### src/rtl/dtc_pkg.sv
// rtl/dtc_pkg.sv - DTC command codes, op enum, frame lengths and FSM state types
// Shared by the DTC transmitter and receiver.
package dtc_pkg;

  localparam logic [7:0] CODE_E1 = 8'hE1;
  localparam logic [7:0] CODE_E2 = 8'hE2;
  localparam logic [7:0] CODE_E4 = 8'hE4;
  localparam logic [7:0] CODE_E8 = 8'hE8;
  localparam logic [7:0] CODE_E9 = 8'hE9;
  localparam logic [7:0] CODE_EA = 8'hEA;
  localparam logic [7:0] CODE_EF = 8'hEF;

  localparam int FRAME_FAST = 8;
  localparam int FRAME_SLOW = 72;
  localparam int GUARD_LEN  = 8;
  localparam int CNT_W      = 7;

  typedef enum logic [2:0] {
    OP_RDOCMD   = 3'd0,
    OP_SCLKSYNC = 3'd1,
    OP_RJECTCMD = 3'd2,
    OP_RSTCMD   = 3'd3,
    OP_STREQ    = 3'd4,
    OP_ARDOEND  = 3'd5,
    OP_SLOW_WR  = 3'd6,
    OP_SLOW_RD  = 3'd7
  } cmd_op_e;

  typedef enum logic [1:0] {
    TRIG_IDLE = 2'd0,
    TRIG_HEAD = 2'd1,
    TRIG_LVL  = 2'd2,
    TRIG_TAIL = 2'd3
  } trig_state_e;

  typedef enum logic [1:0] {
    CMD_IDLE  = 2'd0,
    CMD_SHIFT = 2'd1,
    CMD_GUARD = 2'd2
  } cmd_state_e;

  function automatic logic is_slow(input cmd_op_e op);
    return (op == OP_SLOW_WR) || (op == OP_SLOW_RD);
  endfunction

  function automatic logic [7:0] fast_code(input cmd_op_e op);
    case (op)
      OP_RDOCMD:   return CODE_E2;
      OP_SCLKSYNC: return CODE_E4;
      OP_RJECTCMD: return CODE_EA;
      OP_RSTCMD:   return CODE_E8;
      OP_STREQ:    return CODE_E9;
      OP_ARDOEND:  return CODE_EF;
      default:     return CODE_E1;
    endcase
  endfunction

  // Frames are left-aligned so the shifter always emits bit 71 first.
  function automatic logic [FRAME_SLOW-1:0] frame_word(input cmd_op_e op,
                                                       input logic [30:0] addr,
                                                       input logic [31:0] data);
    if (is_slow(op)) return {CODE_E1, (op == OP_SLOW_RD), addr, data};
    return {fast_code(op), 64'd0};
  endfunction

  function automatic logic [CNT_W-1:0] frame_len(input cmd_op_e op);
    return is_slow(op) ? CNT_W'(FRAME_SLOW) : CNT_W'(FRAME_FAST);
  endfunction

endpackage

### src/rtl/dtc_tx_shifter.sv
// rtl/dtc_tx_shifter.sv - 72-bit MSB-first load/shift register with bit counter
module dtc_tx_shifter
  import dtc_pkg::*;
(
  input  logic                  dtc_clk,
  input  logic                  rst,
  input  logic                  load,
  input  logic [FRAME_SLOW-1:0] load_word,
  input  logic [CNT_W-1:0]      load_count,
  input  logic                  step,
  output logic                  msb,
  output logic [CNT_W-1:0]      count
);

  logic [FRAME_SLOW-1:0] sreg;

  always_ff @(posedge dtc_clk) begin
    if (rst) begin
      sreg  <= '0;
      count <= '0;
    end else if (load) begin
      sreg  <= load_word;
      count <= load_count;
    end else if (step) begin
      sreg  <= {sreg[FRAME_SLOW-2:0], 1'b0};
      count <= count - 1'b1;
    end
  end

  assign msb = sreg[FRAME_SLOW-1];

endmodule

### src/rtl/dtc_tx.sv
// rtl/dtc_tx.sv - DTC transmitter: trigger lane on dtc_q1, command lane on dtc_q2
// Both lanes feed an external ODDR; they run independently of each other.
module dtc_tx
  import dtc_pkg::*;
(
  input  logic        dtc_clk,
  input  logic        rst,
  input  logic        trig_valid,
  input  logic        trig_is_l1,
  output logic        trig_ready,
  input  logic        cmd_valid,
  input  logic [2:0]  cmd_op,
  input  logic [30:0] cmd_address,
  input  logic [31:0] cmd_data,
  output logic        cmd_ready,
  output logic        dtc_q1,
  output logic        dtc_q2
);

  trig_state_e trig_state, trig_next;
  logic        trig_lvl;
  logic        trig_fire;

  assign trig_ready = !rst && ((trig_state == TRIG_IDLE) || (trig_state == TRIG_TAIL));
  assign trig_fire  = trig_valid && trig_ready;

  always_ff @(posedge dtc_clk) begin
    if (rst) begin
      trig_state <= TRIG_IDLE;
      trig_lvl   <= 1'b0;
    end else begin
      trig_state <= trig_next;
      if (trig_fire) trig_lvl <= trig_is_l1;
    end
  end

  always_comb begin
    trig_next = trig_state;
    dtc_q1    = 1'b0;
    case (trig_state)
      TRIG_IDLE: if (trig_fire) trig_next = TRIG_HEAD;
      TRIG_HEAD: begin
        trig_next = TRIG_LVL;
        dtc_q1    = !rst;
      end
      TRIG_LVL: begin
        trig_next = TRIG_TAIL;
        dtc_q1    = !rst && trig_lvl;
      end
      TRIG_TAIL: trig_next = trig_fire ? TRIG_HEAD : TRIG_IDLE;
      default:   trig_next = TRIG_IDLE;
    endcase
  end

  cmd_state_e            cmd_state, cmd_next;
  logic                  sh_load, sh_step, sh_msb;
  logic [FRAME_SLOW-1:0] sh_word, cmd_word;
  logic [CNT_W-1:0]      sh_count, sh_left, cmd_len;
  logic                  cmd_last, cmd_fire;

  assign cmd_word  = frame_word(cmd_op_e'(cmd_op), cmd_address, cmd_data);
  assign cmd_len   = frame_len(cmd_op_e'(cmd_op));
  assign cmd_last  = (sh_left == CNT_W'(1));
  assign cmd_ready = !rst && ((cmd_state == CMD_IDLE) || ((cmd_state == CMD_GUARD) && cmd_last));
  assign cmd_fire  = cmd_valid && cmd_ready;

  always_ff @(posedge dtc_clk) begin
    if (rst) cmd_state <= CMD_IDLE;
    else     cmd_state <= cmd_next;
  end

  // The guard interval reuses the bit counter: leaving SHIFT reloads it with GUARD_LEN.
  always_comb begin
    cmd_next = cmd_state;
    sh_load  = 1'b0;
    sh_step  = 1'b0;
    sh_word  = '0;
    sh_count = '0;
    dtc_q2   = 1'b0;
    case (cmd_state)
      CMD_IDLE: begin
        if (cmd_fire) begin
          cmd_next = CMD_SHIFT;
          sh_load  = 1'b1;
          sh_word  = cmd_word;
          sh_count = cmd_len;
        end
      end
      CMD_SHIFT: begin
        dtc_q2 = !rst && sh_msb;
        if (cmd_last) begin
          cmd_next = CMD_GUARD;
          sh_load  = 1'b1;
          sh_count = CNT_W'(GUARD_LEN);
        end else begin
          sh_step = 1'b1;
        end
      end
      CMD_GUARD: begin
        if (cmd_last) begin
          if (cmd_fire) begin
            cmd_next = CMD_SHIFT;
            sh_load  = 1'b1;
            sh_word  = cmd_word;
            sh_count = cmd_len;
          end else begin
            cmd_next = CMD_IDLE;
          end
        end else begin
          sh_step = 1'b1;
        end
      end
      default: cmd_next = CMD_IDLE;
    endcase
  end

  dtc_tx_shifter u_shifter (
    .dtc_clk    (dtc_clk),
    .rst        (rst),
    .load       (sh_load),
    .load_word  (sh_word),
    .load_count (sh_count),
    .step       (sh_step),
    .msb        (sh_msb),
    .count      (sh_left)
  );

endmodule

### config.mk
export PLATFORM = sky130hd
export DESIGN_NAME = dtc_tx
export DESIGN_NICKNAME = d
export VERILOG_FILES = /design/src/rtl/dtc_pkg.sv /design/src/rtl/dtc_tx_shifter.sv /design/src/rtl/dtc_tx.sv
export SDC_FILE = /design/constraint.sdc
export NUM_CORES = 1
export LEC_CHECK = 0
export ABC_CLOCK_PERIOD_IN_PS = 5400
export BUFFER_PORTS_ARGS = -buffer_cell sky130_fd_sc_hd__buf_2
export CORE_MARGIN = 3
export CORE_UTILIZATION = 60
export CTS_CLUSTER_DIAMETER = 120
export DETAILED_ROUTE_END_ITERATION = 10
export PLACE_DENSITY_LB_ADDON = 0.1
export SLEW_MARGIN = 10
export SYNTH_ARGS = -nofsm -noshare
export SYNTH_HDL_FRONTEND = slang
export SYNTH_HIERARCHICAL = 1
export SYNTH_SLANG_ARGS = --single-unit
### constraint.sdc
create_clock -name dtc_clk -period 5.4 [get_ports dtc_clk]
set_input_delay 0.27 -clock dtc_clk [delete_from_list [all_inputs] [get_ports dtc_clk]]
set_output_delay 0.27 -clock dtc_clk [all_outputs]
set_load 0.05 [all_outputs]
==> key figures, run 1 <==
Status
  • Run status: completed

Floorplanning
  • # IOs: 75
  • Core Footprint: around 0.0074 mm2
  • Die width: 94.2 um
  • Die Height: 94.2 um
  • Initial core utilization: 63.1%
  • Die Footprint: 0.00888 mm2
  • Num rows: 31

Detailed routing
  • DRT Wirelength: 9500 um
  • Routed len/inst: between 10 and 15 um
  • Vias: 3958
  • Vias per inst: 5.47
  • Remaining antenna violation count after routing: 0
  • Remaining DRCs: 0
  • TritonRoute pass-1 iters: 4
  • First DRT Iteration DRCs: 206

Global route
  • GRT Total Usage: 21.3%
  • Vias in the first global route: 3548
  • Global-route wire length before repair: 15300 um
  • Largest net degree at the start of global routing: 90
  • GRT overflow: 0
  • Initial antenna violation count: 0

Timing
  • Final Skew: 0.0100 ns
  • Fmax: 351 MHz
  • Setup_tns: 0 ns
  • Slew @ Worst Pin: 0.983 ns
  • Crit share post-route: roughly 53%
  • Final setup violation count: 0
  • Slew Limit Fails: 0
  • RSZ-0062 raised after global routing: false
  • Final worst path period need: 2.85 ns
  • Hold Vio Cnt, Final: 0
  • Worst relative slew slack: between 30% and 40%

Final layout
  • Most frequent cells in the layout: 139 x nand2_1, 84 x dfxtp_1, 74 x a21oi_1, 74 x buf_2, 66 x mux2_2
  • Leading cell type in the layout, fill and taps excluded: nand2_1
  • Fin util: a little over two thirds
  • Fraction of layout cells with a size suffix above 1: 26.8%
  • P&R area growth vs syn: 11.4%
  • Antenna cells: 0
  • FILL cells: 653
  • Fin nets: 700

Yosys
  • Distinct cells, synth: 45
  • Number of flops mapped to enable cells by yosys: 0
  • Netlist Area Pre-Place: 0.00467 mm2
  • Fraction of registers with async set/reset: 0%
  • Number of synthesis warnings: 6
  • Mapped Cells: 576
  • Avg Synthesized Cell Area: 8.11 um2
  • Yosys reg bits: 84
  • Sequential area share after synthesis: around 36%
  • Synth Flop Type: dfxtp_1

Setup path
  • Max stage delay on crit path: 0.76 ns
  • Crit path kind: flip-flop to flip-flop
  • Buf+Inv Stages, Crit Path: 1
  • Setup crit end kind: flip-flop
  • Critical path arrival: 3.11 ns
  • Crit Path Max Fanout: 78
  • Cell family with most CP delay: simple AND/OR/NAND/NOR gates
  • Critical Path RT: 5.66 ns
  • Slowest cell on the critical path: and2_4
  • Critical path launch point type: flip-flop
  • Critical path, cell by cell: inv_1, ha_1, and2_4, or4b_4, or4_1, a311oi_1

Pwr
  • Logic pwr share: 38.8%
  • Sw Pwr: between 0.7 and 0.8 mW
  • Leakage: ~2.3 nW
  • Reg power frac: about 37%
  • VDD IR max: just over 0.3 mV
  • Pint: 1.26 mW
  • Share of total power in the clock network: 24.4%
  • Net Sw Frac: 37.5%
  • PD cells: 386 mW/mm2

CTS
  • Clock Pin Slew Worst Setup and Hold Paths: ~0.08 ns
  • Hold Buf Count CTS: 0
  • CTS H-tree lvls: 3
  • Worst skew pair latency: 0.35 ns
  • Worst-case clock buffer depth: 2
  • Post-CTS Setup Bufs: 0
  • CTS tree: done
  • Post_cts resized: 0
  • Clock sink count: 84
  • Num CTS Buffers: 9
  • CTS root buf: clkbuf_8

Job
  • Max_cap viols: 0

Place
  • Port bufs: 74
  • HPWL Detailed: 5790 um
  • Placer Congestion: between 0.8 and 0.9

Worst hold path
  • Worst hold-check path type: input pin to flip-flop
[synth_stat cells, drive strengths merged, types with 2 or more instances]
cell type	n	share of area, %
nand2	139	11
dfxtp	84	36
a21oi	75	8.0
and3	66	8.9
mux2	66	16
clkbuf	36	2.9
nor2	17	1.4
buf	14	2.1
inv	12	0.96
ha	10	2.7
a211oi	9	1.4
mux2i	6	1.3
nor3	4	0.54
nor3b	4	0.75
a311oi	2	0.38
and3b	2	0.38
nand2b	2	0.27
nor2b	2	0.27
nor4	2	0.27
nor4b	2	0.70
o31a	2	0.38
o31ai	2	0.32
or4	2	0.32
xnor2	2	0.38
xor2	2	0.38
[metrics by stage]
step	hold WS (ns)	cell area [um2]	setup slack, ns	power, mW	cells
after global placement	0.465	4990	2.61	1.51	707
after global routing	0.121	5200	2.34	2.12	723
after detailed placement	0.477	4990	2.52	1.53	707
after CTS	0.103	5200	2.53	2.02	723
after floorplan	0.379	4690	3.16	1.41	581
final	0.118	5200	2.55	2.01	723
[routing by layer]
layer	part of all wire [%]	track usage, %	up-vias
met4	1.6	8.30	0
met3	6.1	3.13	15
met1	45	25.8	1783
li1	-	-	2056
met2	48	37.6	104
met5	0	0	-
[worst register-to-register path, stage by stage (launching register included)]
cell and delay [ns]:
dfxtp_1 0.40, inv_1 0.08, ha_1 0.27, and2_4 0.76, or4b_4 0.60, or4_1 0.41
a311oi_1 0.24
[registers in the layout (all words and copies together), names as in the netlist]
name	cells
u_shifter/sreg	72
trig_state	2
trig_lvl	1
cmd_state	2
u_shifter/count	7
[power by group through the flow]
| stage | combinational, mW | clock, mW | sequential [mW] |
|---|---|---|---|
| 3_3_place_gp | 0.762 | 0 | 0.748 |
| 3_5_place_dp | 0.777 | 0 | 0.753 |
| 2_1_floorplan | 0.668 | 0 | 0.738 |
| 4_1_cts | 0.782 | 0.497 | 0.740 |
| 5_1_grt | 0.858 | 0.518 | 0.749 |
| 6_report | 0.779 | 0.489 | 0.740 |
[cell families after synthesis]
group           Yosys count  share of synthesized area (%)
compound gates           97                           11.7
flops                    84                           36.0
buf+inv                  62                           6.00
simple gates            246                           25.6
other cells               1                         0.0803
fa+ha+maj                10                           2.68
xor+xnor                  4                          0.750
mux                      72                           17.2
[path summary, 6_finish.rpt]
path / start / to / slack, ns / cells past startpoint
worst max register to register: cmd_state[1]$_SDFFE_PP0P_ / u_shifter/count[5]$_SDFFE_PP0P_ / 2.55 / 6
worst min-delay path: trig_is_l1 / trig_lvl$_SDFFE_PP0P_ / 0.12 / 3
worst min register to register: trig_lvl$_SDFFE_PP0P_ / trig_lvl$_SDFFE_PP0P_ / 0.49 / 2
worst max-delay path: cmd_state[1]$_SDFFE_PP0P_ / u_shifter/count[5]$_SDFFE_PP0P_ / 2.55 / 6
[cell type report]
| type | instances | area, um2 | share of cell area, % |
|---|---|---|---|
| multi-input cells | 435 | 2740 | 52.7 |
| well taps | 99 | 124 | 2.38 |
| flip-flops and latches | 84 | 1680 | 32.3 |
| clock buffers | 11 | 141 | 2.72 |
| repair buffers | 77 | 393 | 7.55 |
| clock inverters | 5 | 75.1 | 1.44 |
| inverters | 12 | 45.0 | 0.866 |
No activity file was read; power rests on OpenSTA's default activity.
==> inputs of run 2 (changes only) <==
Settings changed: ABC_CLOCK_PERIOD_IN_PS 5400 to 2700, CORE_UTILIZATION 60 to 57.
Clock period 5.4 ns to 2.7 ns, I/O delays scaled along.
==> key figures, run 2 (same netlist as run 1, synthesis figures left out) <==
Setup path
  • Buf+Inv Stages, Crit Path: 3
  • Critical path launch point type: flip-flop
  • Critical path's most frequent cell: nor2_1
  • Crit Path Max Fanout: 64
  • Slowest cell on the critical path: dfxtp_1
  • Critical Path RT: 2.94 ns
  • Crit path kind: flip-flop to flip-flop
  • Max stage delay on crit path: about 0.37 ns
  • Setup crit end kind: flip-flop
  • Critical path arrival: ~2.6 ns
  • Cell family with most CP delay: buffers and inverters
  • Critical path, cell by cell: inv_1, ha_1, nor2_1, nor2_1, nand2_1, a21oi_4, inv_2, buf_12, nor2_1, a211oi_1

Pwr
  • Pint: 2.65 mW
  • Logic pwr share: 39.4%
  • Leakage: 2.32 nW
  • Net Sw Frac: 36.4%
  • Reg power frac: 35.4%
  • Share of total power in the clock network: 25.2%
  • PD cells: 787 mW/mm2
  • Sw Pwr: approximately 1.5 mW
  • VDD IR max: 0.522 mV

CTS
  • CTS root buf: clkbuf_8
  • Worst-case clock buffer depth: 2
  • Worst skew pair latency: 0.34 ns
  • Clock sink count: 84
  • Hold Buf Count CTS: 1
  • CTS H-tree lvls: 3
  • Post-CTS Setup Bufs: 0
  • Clock Pin Slew Worst Setup and Hold Paths: 0.08 ns
  • CTS tree: done
  • Post_cts resized: 0
  • Num CTS Buffers: 9

Global route
  • Largest net degree at the start of global routing: 90
  • Initial antenna violation count: 0
  • GRT overflow: 0
  • Vias in the first global route: 3586
  • GRT Total Usage: 21.0%
  • Global-route wire length before repair: 15700 um

Place
  • Placed cell count: 712
  • Port bufs: 74
  • HPWL Detailed: 5880 um
  • Placer Congestion: 0.777

Timing
  • RSZ-0062 raised after global routing: false
  • Worst relative slew slack: 39.8%
  • Final setup violation count: 0
  • Hold Vio Cnt, Final: 0
  • Slew @ Worst Pin: about 0.9 ns
  • Setup_tns: 0 ns
  • Final Skew: ~0.0093 ns
  • Final worst path period need: 2.32 ns
  • Crit share post-route: 85.8%
  • Fmax: 432 MHz
  • Slew Limit Fails: 0

Floorplanning
  • Num rows: 32
  • Die Height: 96.5 um
  • Die Footprint: roughly 0.0093 mm2
  • Core Footprint: approximately 0.0078 mm2
  • Die width: 96.5 um
  • Initial core utilization: 59.5%
  • # IOs: 75

Detailed routing
  • First DRT Iteration DRCs: around 230
  • TritonRoute pass-1 iters: 6
  • Routed len/inst: roughly 13 um
  • Vias: between 3000 and 4000
  • Remaining DRCs: 0
  • Vias per inst: 5.37
  • Remaining antenna violation count after routing: 0
  • DRT Wirelength: 9540 um

Worst hold path
  • Worst hold-check path type: input pin to flip-flop

Final layout
  • Most frequent cells in the layout: 139 x nand2_1, 84 x dfxtp_1, 74 x a21oi_1, 74 x buf_2, 66 x mux2_2
  • P&R area growth vs syn: 13.3%
  • Largest regs: u_shifter/sreg: 72 flops, u_shifter/count: 7 flops
  • Largest register FFs: around 70
  • Fin nets: roughly 700
  • Non-Filler Instances: 729
  • Antenna cells: 0
  • Fraction of layout cells with a size suffix above 1: 27.0%
  • Leading cell type in the layout, fill and taps excluded: nand2_1
  • Largest Register: u_shifter/sreg

Job
  • Max_cap viols: 0

Status
  • Run status: completed
==> run 2: changes by cell type in the layout (fill, tap and decap cells not counted), sizes merged <==
cell / previous run / this run
bufinv: 2 / 3
buf: 77 / 79
clkinvlp: 0 / 1
dlygate4sd3: 0 / 1
inv: 12 / 13
clkinv: 3 / 1
clkbuf: 11 / 10
==> run 2: power groups by stage <==
stage	clock (mW)	combinational, mW	sequential [mW]
6_report	1.05	1.64	1.48
5_1_grt	1.13	1.81	1.50
3_5_place_dp	0	1.64	1.50
2_1_floorplan	0	1.34	1.48
4_1_cts	1.08	1.65	1.48
3_3_place_gp	0	1.60	1.50
==> run 2: through the flow <==
step	power (mW)	instance area [um2]	setup WS [ns]	util, %	hold slack (ns)
2_1_floorplan	2.81	4690	0.561	-	0.244
3_3_place_gp	3.09	5040	0.532	64.3	0.331
3_5_place_dp	3.14	5040	0.414	64.3	0.346
4_1_cts	4.20	5290	0.398	67.4	0.111
5_1_grt	4.44	5290	0.101	67.4	0.123
6_report	4.17	5290	0.384	67.4	0.129
==> run 2: final cells by class <==
cell class	instances	area [um2]
flip-flops and latches	84	1680
clock buffers	10	128
clock inverters	6	111
inverters	12	45.0
well taps	102	128
repair buffers	80	455
fillers	696	2560
multi-input cells	435	2740
==> run 2: worst register-to-register path, cell delays in order, from the launching register on <==
cell	delay [ns]
dfxtp_1	0.37
inv_1	0.09
ha_1	0.26
nor2_1	0.15
nor2_1	0.09
nand2_1	0.20
a21oi_4	0.11
inv_2	0.31
buf_12	0.32
nor2_1	0.11
a211oi_1	0.22
==> run 2: final timing paths <==
kind	start	endpoint	slack, ns	cells past startpoint
setup / recovery	cmd_state[0]$_SDFFE_PP0P_	u_shifter/count[3]$_SDFFE_PP0P_	0.38	10
hold reg to reg	trig_lvl$_SDFFE_PP0P_	trig_lvl$_SDFFE_PP0P_	0.49	2
hold / removal	cmd_op[0]	u_shifter/sreg[65]$_SDFFE_PP0P_	0.13	4
setup reg to reg	cmd_state[0]$_SDFFE_PP0P_	u_shifter/count[3]$_SDFFE_PP0P_	0.38	10
==> run 2: routing by layer <==
layer	part of all wire, %	GRT usage (%)	up-vias
met5	0	0	-
met4	1.2	7.24	0
met3	4.6	3.41	9
met2	47	35.2	85
met1	47	27.4	1766
li1	-	-	2058
